**src/rtl/psram_pkg.sv**
```systemverilog
// Shared types and constants for the PSRAM port arbiter slice.
// Port indices, address width and arbiter FSM encoding.
package psram_pkg;

  localparam int PSRAM_ADDR_W = 22;

  localparam logic [1:0] PORT_CART = 2'd0;
  localparam logic [1:0] PORT_LOAD = 2'd1;
  localparam logic [1:0] PORT_DBG  = 2'd2;

  typedef enum logic [2:0] {
    IDLE,
    ISSUE,
    WAIT_START,
    WAIT_END,
    COMPLETE
  } psram_st_e;

endpackage

```
**src/rtl/psram_prio_rr_pick.sv**
```systemverilog
// Winner selection: cart port first unless its streak is spent,
// then round-robin between loader and debug ports.
module psram_prio_rr_pick
  import psram_pkg::*;
(
  input  logic [2:0] i_req,
  input  logic       i_streak_full,
  input  logic       i_rr_last,
  output logic [1:0] o_idx,
  output logic       o_valid
);

  logic w_low;

  assign w_low   = i_req[PORT_LOAD] | i_req[PORT_DBG];
  assign o_valid = |i_req;

  // i_rr_last: 0 = loader granted last, 1 = debug granted last
  always_comb begin
    o_idx = PORT_CART;
    if (i_req[PORT_CART] && !(i_streak_full && w_low))
      o_idx = PORT_CART;
    else if (i_req[PORT_LOAD] && i_req[PORT_DBG])
      o_idx = i_rr_last ? PORT_LOAD : PORT_DBG;
    else if (i_req[PORT_LOAD])
      o_idx = PORT_LOAD;
    else if (i_req[PORT_DBG])
      o_idx = PORT_DBG;
  end

endmodule

```
**src/rtl/psram_port_arbiter.sv**
```systemverilog
// Three-port arbiter in front of the PSRAM byte controller:
// one byte transaction at a time, with busy timeouts.
module psram_port_arbiter
  import psram_pkg::*;
#(
  parameter int ADDR_W        = PSRAM_ADDR_W,
  parameter int MAX_P0_STREAK = 4,
  parameter int TIMEOUT       = 64
) (
  input  logic                  clk,
  input  logic                  reset_n,
  input  logic [2:0]            p_req,
  input  logic [2:0]            p_we,
  input  logic [3*ADDR_W-1:0]   p_addr,
  input  logic [23:0]           p_wdata,
  output logic [2:0]            p_ack,
  output logic                  p_err,
  output logic [7:0]            p_rdata,
  output logic                  ds_read_req,
  output logic                  ds_write_req,
  output logic [ADDR_W-1:0]     ds_address,
  output logic [7:0]            ds_write_data,
  input  logic [7:0]            ds_read_data,
  input  logic                  ds_data_valid,
  input  logic                  ds_busy
);

  localparam int TW = $clog2(TIMEOUT);
  localparam int SW = $clog2(MAX_P0_STREAK + 1);
  localparam logic [TW-1:0] TMO_LAST   = TW'(TIMEOUT - 1);
  localparam logic [SW-1:0] STREAK_MAX = SW'(MAX_P0_STREAK);

  psram_st_e r_state, w_next;

  logic [1:0]        r_idx;
  logic              r_we;
  logic [ADDR_W-1:0] r_addr;
  logic [7:0]        r_wdata;
  logic [TW-1:0]     r_tmr;
  logic [SW-1:0]     r_streak;
  logic              r_rr_last;
  logic              r_seen;
  logic              r_err;
  logic              r_rd_req;
  logic              r_wr_req;
  logic [7:0]        r_rdata;

  logic [1:0] w_pick;
  logic       w_pick_vld;
  logic       w_low;
  logic       w_tmo;
  logic       w_streak_full;
  logic       w_grant;
  logic       w_issue;
  logic       w_tmr_clr;
  logic       w_seen_clr;
  logic       w_set_err;
  logic       w_capture;

  assign w_low         = p_req[PORT_LOAD] | p_req[PORT_DBG];
  assign w_tmo         = (r_tmr == TMO_LAST);
  assign w_streak_full = (r_streak == STREAK_MAX);
  assign w_capture     = (r_state == WAIT_END) && ds_data_valid;

  assign ds_read_req   = r_rd_req;
  assign ds_write_req  = r_wr_req;
  assign ds_address    = r_addr;
  assign ds_write_data = r_wdata;
  assign p_rdata       = r_rdata;

  psram_prio_rr_pick u_pick (
    .i_req         (p_req),
    .i_streak_full (w_streak_full),
    .i_rr_last     (r_rr_last),
    .o_idx         (w_pick),
    .o_valid       (w_pick_vld)
  );

  always_ff @(posedge clk or negedge reset_n) begin
    if (!reset_n) r_state <= IDLE;
    else          r_state <= w_next;
  end

  always_comb begin
    w_next     = r_state;
    w_grant    = 1'b0;
    w_issue    = 1'b0;
    w_tmr_clr  = 1'b0;
    w_seen_clr = 1'b0;
    w_set_err  = 1'b0;
    p_ack      = 3'b000;
    p_err      = 1'b0;
    unique case (r_state)
      IDLE: begin
        if (w_pick_vld) begin
          w_grant = 1'b1;
          w_next  = ISSUE;
        end
      end
      ISSUE: begin
        if (!ds_busy) begin
          w_issue   = 1'b1;
          w_tmr_clr = 1'b1;
          w_next    = WAIT_START;
        end
      end
      WAIT_START: begin
        if (ds_busy) begin
          w_tmr_clr  = 1'b1;
          w_seen_clr = 1'b1;
          w_next     = WAIT_END;
        end else if (w_tmo) begin
          w_set_err = 1'b1;
          w_next    = COMPLETE;
        end
      end
      WAIT_END: begin
        // a data_valid on the falling-busy cycle still counts
        if (!ds_busy) begin
          w_set_err = !r_we && !(r_seen || ds_data_valid);
          w_next    = COMPLETE;
        end else if (w_tmo) begin
          w_set_err = 1'b1;
          w_next    = COMPLETE;
        end
      end
      COMPLETE: begin
        p_ack  = 3'(3'b001 << r_idx);
        p_err  = r_err;
        w_next = IDLE;
      end
      default: w_next = IDLE;
    endcase
  end

  always_ff @(posedge clk or negedge reset_n) begin
    if (!reset_n) begin
      r_idx     <= '0;
      r_we      <= 1'b0;
      r_addr    <= '0;
      r_wdata   <= '0;
      r_tmr     <= '0;
      r_streak  <= '0;
      r_rr_last <= 1'b0;
      r_seen    <= 1'b0;
      r_err     <= 1'b0;
      r_rd_req  <= 1'b0;
      r_wr_req  <= 1'b0;
      r_rdata   <= '0;
    end else begin
      r_rd_req <= w_issue & ~r_we;
      r_wr_req <= w_issue & r_we;
      if (w_grant) begin
        r_idx   <= w_pick;
        r_we    <= p_we[w_pick];
        r_addr  <= p_addr[w_pick*ADDR_W +: ADDR_W];
        r_wdata <= p_wdata[w_pick*8 +: 8];
        if (w_pick == PORT_CART) begin
          if (!w_low)
            r_streak <= '0;
          else if (!w_streak_full)
            r_streak <= r_streak + 1'b1;
        end else begin
          r_streak  <= '0;
          r_rr_last <= (w_pick == PORT_DBG);
        end
      end
      if (w_tmr_clr)
        r_tmr <= '0;
      else if (r_state inside {WAIT_START, WAIT_END})
        r_tmr <= r_tmr + 1'b1;
      if (w_seen_clr)
        r_seen <= 1'b0;
      else if (w_capture)
        r_seen <= 1'b1;
      if (w_capture)
        r_rdata <= ds_read_data;
      if (w_set_err)
        r_err <= 1'b1;
      else if (r_state == COMPLETE)
        r_err <= 1'b0;
    end
  end

endmodule

```
**config.mk**
```make
export PLATFORM = sky130hd
export DESIGN_NAME = psram_port_arbiter
export DESIGN_NICKNAME = d
export VERILOG_FILES = /design/src/rtl/psram_pkg.sv /design/src/rtl/psram_prio_rr_pick.sv /design/src/rtl/psram_port_arbiter.sv
export SDC_FILE = /design/constraint.sdc
export NUM_CORES = 1
export LEC_CHECK = 0
export ABC_AREA = 1
export BUFFER_PORTS_ARGS = -buffer_cell sky130_fd_sc_hd__buf_4
export CORE_MARGIN = 4
export CORE_UTILIZATION = 30
export CTS_CLUSTER_DIAMETER = 50
export DETAILED_ROUTE_END_ITERATION = 7
export SLEW_MARGIN = 20
export SYNTH_ARGS = -nofsm -noshare
export SYNTH_HDL_FRONTEND = slang
export SYNTH_SLANG_ARGS = --single-unit
```
**constraint.sdc**
```tcl
create_clock -name clk -period 1.5 [get_ports clk]
set_input_delay 0.15 -clock clk [delete_from_list [all_inputs] [get_ports clk]]
set_output_delay 0.15 -clock clk [all_outputs]
set_load 0.01 [all_outputs]
```
==> impl_metrics.py, run 1 <==
metrics = {
    "outcome": {
        "status": "finished with violations",
        "violations": "negative setup slack",
    },
    "clock_network": {
        "cts_sinks": 58,
        "cts_made_buffers": 9,
        "cts-root-buf": "clkbuf_16",
        "clkTransAtPathRegs_ns": 0.05,
        "clock_latency_ns": 0.32,
        "cts_max_level": 3,
        "clk_path_buf_depth": 2,
        "cts_tree": "done",
    },
    "power": {
        "p_int_mw": 5.64,
        "powerDensity_nw_per_um2": 1680,
        "pwr-share-comb_pct": 49.2,
        "p_leak_nw": 3.22,
        "clockPowerShare_pct": 21.4,
        "p_sw_share_pct": 39.2,
        "p_sw_mw": 3.64,
        "ir_drop_mv": 0.649,
        "seqPwrFrac_pct": 29.4,
    },
    "worst_setup_path": {
        "cp-startpoint": "r_streak[1]",
        "cp_slowest_cell": "dfrtp_1",
        "cp.arrival_ns": 1.80,
        "worst_setup_path_end_kind": "flop",
        "cp_data_required_time_ns": 1.71,
        "reg2reg_depth": 12,
        "cpPeakStageDelay_ns": 0.37,
        "start_kind": "flop",
        "worstPathCellList": "inv_1, ha_1, nand2_1, inv_1, nand2_2, nand2_8, nand2_8, clkbuf_16, nand2_1, nand3_1, nand2_1, nand2_1",
        "crit_fanout": 11,
        "r2r-start": "r_streak[1]",
        "crit_top_cell": "nand2_1",
        "crit_type": "reg2reg",
    },
    "global_route": {
        "grt_pass1_wl_um": 18300,
        "antenna_found_initial": 0,
        "grt_max_degree": 46,
        "grt_overflow": 0,
        "grt_usage_pct": 16.1,
        "grt_pass1_vias": 3842,
    },
    "drt": {
        "wl_um": 11800,
        "vias": 3947,
        "viasPerCell": 4.63,
        "m1WireLength_um": 5230,
        "drt_iter0_drc": 131,
        "firstDrtPassIters": 5,
        "wl_met2_um": 5680,
        "dr_wl_met3_um": 726,
        "top_layer": "met4",
        "ant_nets": 0,
        "drcViolationCount": 0,
        "wire_per_inst_um": 13.9,
    },
    "final_layout": {
        "synthToLayoutAreaGrowth_pct": 54.2,
        "diodes": 0,
        "finalNonFillerCells": 853,
        "finalNetCount": 817,
        "nFillCells": 1142,
        "multiInputGateArea_um2": 1720,
        "layout-drive-gt1-share_pct": 33.2,
        "seq_area_um2": 1450,
        "fin_area_um2": 5530,
    },
    "floorplan": {
        "pin_count": 152,
        "die_w_um": 117,
        "initial_utilization_pct": 31.0,
        "num_rows": 39,
        "die_h_um": 117,
        "coreArea_um2": 11600,
        "die-area_um2": 13800,
    },
    "logic_synthesis": {
        "synth_cells": 538,
        "yosys.area_share.simple_pct": 39.7,
        "synth_nets": 649,
        "avgSynthCellArea_um2": 6.67,
        "ys_ff_latch": 58,
        "syn_area_um2": 3590,
        "seq_area_frac_synth_pct": 40.5,
        "synth_mux_area_share_pct": 0,
        "yosysWarnings": 0,
        "synth-compound-area-share_pct": 3.94,
        "synth_cell_types": 27,
        "synth_xor_area_share_pct": 0.488,
        "synth_adder_area_share_pct": 1.05,
        "synth_top_family_by_area": "simple AND/OR/NAND/NOR gates",
    },
    "timing": {
        "worst_pin_slew_ns": 0.363,
        "clock_skew_ns": 0.00844,
        "maxSlewViolCount": 0,
        "fmax_mhz": 632,
        "setup_viol": 33,
        "rsz0062_at_grt": "true",
        "min_period_over_period_pct": 106,
        "fin_ws_ns": -0.0829,
        "fin_crit_ns": 1.58,
        "relSlewSlack_pct": 75.8,
        "hold_viol_final": 0,
    },
    "placement": {
        "placed_cell_area_um2": 4990,
        "io_buffers": 151,
        "dp_hpwl_um": 8380,
        "gp_congestion": 0.878,
        "dp.cells": 829,
    },
    "min_path": {
        "hp-start": "ds_read_data[6]",
        "holdPathStages": 3,
        "hp-class": "in2reg",
    },
    "flow_run": {
        "maxCapViolCount": 0,
    },
}
## placed cells by master, fill, tap and decap left out, types with 4 or more instances in the layout
cell,Yosys,routed
dfrtp_1,58,57
buf_4,2,169
clkbuf_16,0,14
inv_1,77,75
nor2_1,14,12
nand2_2,2,7
buf_12,0,6
inv_2,16,18
nand2_1,207,199
nand3_1,100,100
o21ai_1,6,5
a21oi_1,4,4
## power groups by stage
stage | registers [mW] | logic (mW) | clock network (mW)
after floorplan | 2.88 | 2.28 | 0
after global placement | 2.71 | 4.26 | 0
after detailed placement | 2.71 | 4.36 | 0
after CTS | 2.73 | 4.38 | 2.04
after global routing | 2.81 | 5.15 | 2.11
final | 2.73 | 4.57 | 1.99
## worst max-delay path: cells and delay by family (launching register included)
family	cells	cell delay [ns]
and+or+nand+nor	8	0.61
adders and majority gates	1	0.15
buffers and inverters	3	0.34
DFF	1	0.37
## final cells by class
type	count	area share (%)
clock buffer	12	4.46
clock inverter	3	0.724
inverter	93	6.31
multi-input combinational	362	31.2
sequential	58	26.3
tap	143	3.24
timing repair buffer	182	27.8
## state kept, by name, summed over array words and instances (netlist names)
register and count:
ds_address 22, ds_read_req 1, ds_write_data 8, ds_write_req 1, p_rdata 8, r_err 1, r_idx 2, r_rr_last 1
r_seen 1, r_state 3, r_streak 3, r_tmr 6, r_we 1
## synthesized netlist by cell type, drive strengths merged
cell,number,area (um2)
a21oi,7,53.8
a31oi,2,12.5
buf,20,149
clkbuf,5,18.8
dfrtp,58,1450
ha,3,37.5
inv,93,349
nand2,209,790
nand3,101,510
nand4,3,18.8
nor2,15,63.8
nor3,7,40.0
o21ai,10,53.8
o21bai,2,15.0
o22ai,1,6.26
xor2,2,17.5
## per-layer routing
| layer | vias to the layer above | global-route usage, % |
|---|---|---|
| li1 | 1992 | - |
| met4 | 0 | 5.57 |
| met2 | 155 | 26.7 |
| met1 | 1780 | 20.5 |
| met3 | 20 | 3.80 |
| met5 | - | 0 |
## worst paths after layout
path	to	slack, ns
max	ds_write_data[4]	-0.08
min	p_rdata[6]	0.04
max reg2reg	ds_write_data[4]	-0.08
min reg2reg	p_rdata[3]	0.47
max in group asynchronous	r_tmr[1]	0.67
min in group asynchronous	p_rdata[4]	0.29
## logic make-up after synthesis
group,Yosys count
AOI/OAI and AO/OA,22
and+or+nand+nor,335
xor gates and xnor gates,2
buffers and inverters,118
DFF,58
adders and majority gates,3
## metrics by stage
| step | hold slack, ns | setup slack [ns] | TNS (ns) | util (%) | power [mW] |
|---|---|---|---|---|---|
| 2_1_floorplan | -0.146 | 0.0991 | 0 | - | 5.15 |
| 3_3_place_gp | 0.0905 | -0.00112 | -0.00112 | 43.2 | 6.97 |
| 3_5_place_dp | 0.0904 | -0.0406 | -0.678 | 43.2 | 7.07 |
| 4_1_cts | 0.0255 | -0.0218 | -0.230 | 46.0 | 9.15 |
| 5_1_grt | 0.0318 | -0.172 | -5.20 | 47.8 | 10.1 |
| 6_report | 0.0353 | -0.0829 | -2.04 | 47.8 | 9.28 |
## timing repair
| item | in CTS | in global routing |
|---|---|---|
| endpoints found under the hold margin | 23 | 0 |
| pin swaps | 1 | 7 |
| endpoints found under the setup margin | 34 | 43 |
| cloned | 0 | 5 |
| hold buffers | 1 | 0 |
| buffers inserted | 1 | 2 |
| resized for setup | 7 | 18 |
Note: power is estimated with default switching activity, not from simulation.
==> run 2, diff against run 1 <==
--- a/config.mk
+++ b/config.mk
@@ -13,2 +13,3 @@
 export DETAILED_ROUTE_END_ITERATION = 7
+export MAX_ROUTING_LAYER = met4
 export SLEW_MARGIN = 20
==> constraint.sdc (replaced) <==
create_clock -name clk -period 1.5 [get_ports clk]
set_input_delay 0.3 -clock clk [delete_from_list [all_inputs] [get_ports clk]]
set_output_delay 0.3 -clock clk [all_outputs]
set_load 0.01 [all_outputs]
==> impl_metrics.py, run 2 (synthesis results as in run 1) <==
metrics = {
    "final_layout": {
        "fin_area_um2": 6320,
        "synthToLayoutAreaGrowth_pct": 76.2,
        "layout_common_cells": "buf_4 (174), nand2_1 (163), inv_1 (72)",
        "diodes": 0,
        "largest_reg_flops": 22,
        "layout-drive-gt1-share_pct": 45.8,
        "mostFrequentLayoutCell": "buf_4",
        "finalNetCount": 840,
        "nFillCells": 1042,
    },
    "placement": {
        "dp_hpwl_um": 8430,
        "io_buffers": 151,
        "gp_congestion": 0.848,
        "place_ws_ns": -0.0420,
        "placed_cell_area_um2": 5020,
    },
    "timing": {
        "relSlewSlack_pct": 70.9,
        "worst_pin_slew_ns": 0.437,
        "fin_crit_ns": 1.62,
        "clock_skew_ns": 0.00905,
        "fin_ws_ns": -0.117,
        "fmax_mhz": 619,
        "min_period_over_period_pct": 108,
        "maxSlewViolCount": 0,
        "setup_viol": 36,
        "rsz0062_at_grt": "true",
        "hold_viol_final": 0,
    },
    "clock_network": {
        "clock_latency_ns": 0.32,
        "cts_max_level": 3,
        "cts_made_buffers": 9,
        "cts_tree": "done",
        "cts-root-buf": "clkbuf_16",
        "clkTransAtPathRegs_ns": 0.05,
        "cts_sinks": 58,
        "clk_path_buf_depth": 2,
    },
    "global_route": {
        "grt_overflow": 0,
        "grt_usage_pct": 18.2,
        "antenna_found_initial": 0,
        "grt_max_degree": 33,
        "grt_pass1_vias": 4160,
        "grt_pass1_wl_um": 20000,
    },
    "min_path": {
        "hold_path_end": "p_rdata[6]",
        "hp-class": "in2reg",
        "hp-start": "ds_read_data[6]",
        "holdPathStages": 3,
    },
    "floorplan": {
        "coreArea_um2": 11600,
        "die_w_um": 117,
        "die-area_um2": 13800,
        "initial_utilization_pct": 31.0,
        "pin_count": 152,
        "die_h_um": 117,
        "num_rows": 39,
    },
    "outcome": {
        "violations": "negative setup slack",
        "status": "finished with violations",
    },
    "worst_setup_path": {
        "cp_data_required_time_ns": 1.20,
        "rrSetupSlack_ns": -0.12,
        "r2r_end": "ds_address[1]",
        "cpPeakStageDelay_ns": 0.40,
        "r2r-start": "r_streak[0]",
        "crit_fanout": 4,
        "worst_setup_path_end_kind": "output port",
        "reg2reg_depth": 13,
        "start_kind": "flop",
        "cp.arrival_ns": 1.32,
        "crit_family": "flip-flops",
        "crit_type": "reg2out",
        "crit_buf_inv": 2,
        "cp_slowest_cell": "dfrtp_1",
        "worstPathCellList": "nor3_4, inv_2, nor3_2, buf_4",
    },
    "power": {
        "ir_drop_mv": 0.715,
        "p_leak_nw": 3.59,
        "powerDensity_nw_per_um2": 1660,
    },
    "flow_run": {
        "maxCapViolCount": 0,
    },
    "drt": {
        "vias": 4152,
        "firstDrtPassIters": 4,
        "ant_nets": 0,
        "wire_per_inst_um": 15.7,
        "wl_um": 13800,
        "viasPerCell": 4.74,
        "drt_iter0_drc": 169,
        "drcViolationCount": 0,
    },
}
==> run 2: changes by cell type in the layout (fill, tap and decap cells not counted), sizes merged <==
cell    change
clkbuf      +1
clkinv      -1
buf        +23
==> run 2: area by class of cell <==
| class | count | area [um2] | share of cell area, % |
|---|---|---|---|
| repair buffers | 205 | 1890 | 29.8 |
| multi-input cells | 362 | 2140 | 33.8 |
| flip-flops and latches | 58 | 1450 | 23.0 |
| well taps | 143 | 179 | 2.83 |
| inverters | 93 | 359 | 5.68 |
| clock inverters | 2 | 35.0 | 0.554 |
| clock buffers | 13 | 270 | 4.27 |
==> run 2: worst max-delay path by stage <==
stage                      startpoint          endpoint  slack, ns  depth (start not counted)
after floorplan           r_streak[0]    ds_address[10]        0.1                         13
after global placement    r_streak[0]  ds_write_data[2]      0.007                         12
after detailed placement  r_streak[1]  ds_write_data[6]      -0.04                         12
after CTS                  r_state[1]          p_ack[1]      -0.11                          4
after global routing      r_streak[1]    ds_address[20]      -0.20                         13
final                      r_state[1]          p_ack[1]      -0.12                          4
==> run 2: through the flow <==
step / setup TNS (ns) / instances / utilization, % / hold slack, ns / total power, mW
floorplan: 0 / 538 / - / 0.00441 / 5.15
global placement: 0 / 832 / 43.4 / 0.277 / 7.03
detailed placement: -0.737 / 832 / 43.4 / 0.277 / 7.14
CTS: -2.06 / 860 / 48.6 / 0.180 / 9.60
global route: -5.77 / 876 / 54.7 / 0.204 / 11.3
finish: -2.70 / 876 / 54.7 / 0.186 / 10.5
==> run 2: worst register-to-register path, stage by stage, from the launching register on <==
cell,delay [ns]
dfrtp_1,0.40
inv_2,0.09
ha_4,0.12
nand2_2,0.05
inv_2,0.05
nand2_2,0.05
nand2_4,0.08
buf_12,0.12
nand2_8,0.09
clkbuf_16,0.21
nand2_4,0.07
nand3_2,0.05
nand2_1,0.07
nand2_1,0.05
==> run 2: metal layers <==
metal,vias up,track usage [%],wire [um]
met4,0,6.09,412
met2,156,29.8,6660
li1,2047,-,-
met3,32,3.37,851
met1,1917,22.7,5840
met5,-,-,0
==> run 2: repair_timing <==
| item | in CTS | in global routing |
|---|---|---|
| setup buffers | 7 | 9 |
| pin swaps | 3 | 61 |
| hold buffers | 1 | 0 |
| hold endpoints to repair | 29 | 0 |
| gates resized for setup | 27 | 123 |
| gates cloned | 5 | 7 |
| setup endpoints to repair | 35 | 51 |
==> run 2: where the power goes <==
group	internal (mW)	switching, mW
logic	2.66	3.00
registers	2.27	0.471
clock network	1.41	0.681
==> run 3, diff against run 2 <==
- CORE_MARGIN: 4 -> 3
- RECOVER_POWER: default -> 25
==> impl_metrics.py, run 3 (synthesis results as in run 1) <==
metrics = {
    "placement": {
        "place_ws_ns": -0.0917,
        "dp_hpwl_um": 7940,
        "dp.cells": 825,
        "gp_congestion": 0.819,
        "io_buffers": 151,
    },
    "power": {
        "seqPwrFrac_pct": 26.0,
        "powerDensity_nw_per_um2": 1650,
        "pwr-share-comb_pct": 52.2,
        "p_sw_mw": 4.14,
        "p_leak_nw": 3.57,
        "clockPowerShare_pct": 21.7,
        "p_sw_share_pct": 39.2,
        "ir_drop_mv": 0.917,
        "p_int_mw": 6.42,
    },
    "final_layout": {
        "layout_common_cells": "nand2_1 (183), buf_4 (171), inv_1 (67)",
        "finalNonFillerCells": 876,
        "diodes": 0,
        "layout-drive-gt1-share_pct": 48.3,
        "largest_reg_flops": 22,
        "finalNetCount": 839,
        "mostFrequentLayoutCell": "nand2_1",
        "nFillCells": 1021,
        "synthToLayoutAreaGrowth_pct": 78.8,
    },
    "clock_network": {
        "cts_sinks": 58,
        "cts_made_buffers": 9,
        "clock_latency_ns": 0.33,
        "clk_path_buf_depth": 2,
        "cts-root-buf": "clkbuf_16",
        "cts_max_level": 3,
        "cts_tree": "done",
        "clkTransAtPathRegs_ns": 0.05,
    },
    "worst_setup_path": {
        "cp.arrival_ns": 1.86,
        "crit_fanout": 7,
        "worst_setup_path_end_kind": "flop",
        "crit_type": "reg2reg",
        "cp_data_required_time_ns": 1.72,
        "rrSetupSlack_ns": -0.15,
        "start_kind": "flop",
    },
    "global_route": {
        "grt_pass1_wl_um": 19800,
        "grt_pass1_vias": 4012,
        "antenna_found_initial": 0,
        "grt_usage_pct": 19.8,
        "grt_max_degree": 35,
        "grt_overflow": 0,
    },
    "drt": {
        "firstDrtPassIters": 4,
        "ant_nets": 0,
        "wire_per_inst_um": 15.6,
        "vias": 4150,
        "drcViolationCount": 0,
        "viasPerCell": 4.74,
        "drt_iter0_drc": 334,
        "wl_um": 13700,
    },
    "timing": {
        "min_period_over_period_pct": 110,
        "fin_crit_ns": 1.65,
        "fmax_mhz": 607,
        "relSlewSlack_pct": 56.9,
        "fin_ws_ns": -0.147,
        "rsz0062_at_grt": "true",
        "hold_viol_final": 0,
        "setup_viol": 39,
        "maxSlewViolCount": 0,
        "clock_skew_ns": 0.0105,
        "worst_pin_slew_ns": 0.647,
    },
    "floorplan": {
        "coreArea_um2": 11600,
        "pin_count": 152,
        "die_w_um": 115,
        "num_rows": 39,
        "die-area_um2": 13300,
        "initial_utilization_pct": 31.0,
        "die_h_um": 115,
    },
    "outcome": {
        "violations": "negative setup slack",
        "status": "finished with violations",
    },
    "flow_run": {
        "maxCapViolCount": 0,
    },
    "min_path": {
        "hp-class": "in2reg",
    },
}
-- run 3: changes by cell type in the layout (fill, tap and decap cells not counted), sizes merged --
cell / change
clkinvlp: +1
buf: -1
bufinv: +1
clkbuf: -1
-- run 3: final cells by class --
| type | instances | area [um2] | share of cell area [%] |
|---|---|---|---|
| clock buffers | 12 | 267 | 4.16 |
| repair buffers | 204 | 1930 | 30.1 |
| flip-flops and latches | 58 | 1450 | 22.6 |
| multi-input cells | 362 | 2160 | 33.7 |
| clock inverters | 4 | 72.6 | 1.13 |
| inverters | 93 | 349 | 5.44 |
| well taps | 143 | 179 | 2.79 |
-- run 3: final timing paths --
path / from / end / cells after the start
max: r_streak[0] / r_we / 12
min: ds_read_data[4] / p_rdata[4] / 3
max reg2reg: r_streak[0] / r_we / 12
min reg2reg: p_rdata[5] / p_rdata[5] / 2
max in group asynchronous: reset_n / r_state[0] / 3
min in group asynchronous: reset_n / r_tmr[5] / 2
-- run 3: repair_timing --
action | 4_1_cts | 5_1_grt
buffers inserted | 17 | 8
hold endpoints to repair | 24 | 0
pin swaps | 12 | 74
gates cloned | 9 | 5
endpoints found under the setup margin | 34 | 47
resized for setup | 55 | 94
hold buffers | 1 | 0
-- run 3: power groups by stage --
stage / Clock [mW] / Combinational [mW] / Sequential, mW
global placement: 0 / 4.32 / 2.70
floorplan: 0 / 2.28 / 2.88
finish: 2.29 / 5.52 / 2.75
global route: 2.40 / 6.09 / 2.82
CTS: 2.34 / 4.98 / 2.73
detailed placement: 0 / 4.42 / 2.71
-- run 3: routing by layer --
metal  part of all wire (%)  vias to the layer above  track usage [%]  routed length (um)
met4                    2.2                        0             6.81                 295
met5                      0                        -                -                   0
li1                       -                     2048                -                   -
met3                    6.3                       24             3.95                 861
met2                     50                      145             31.9                6810
met1                     42                     1933             24.7                5730
-- run 3: critical path, cell delays in order (launching register included) --
cell	delay, ns
dfrtp_1	0.39
inv_2	0.07
ha_4	0.16
nand2_2	0.06
inv_2	0.04
nand2_4	0.07
nand2_8	0.09
buf_6	0.14
nand2_8	0.12
buf_12	0.16
nand3_1	0.10
nand2_2	0.08
nand2_2	0.04
-- run 3: through the flow --
stage          total power [mW]  setup TNS, ns  hold WS (ns)  area [um2]  utilization, %
6_report                   10.6          -3.41         0.182        6410            55.5
4_1_cts                    10.0          -1.24         0.172        5930            51.3
3_3_place_gp               7.02         -0.122         0.238        5000            43.3
3_5_place_dp               7.13          -1.58         0.235        5000            43.3
2_1_floorplan              5.15              0       0.00441        3590               -
5_1_grt                    11.3          -5.65         0.184        6410            55.5
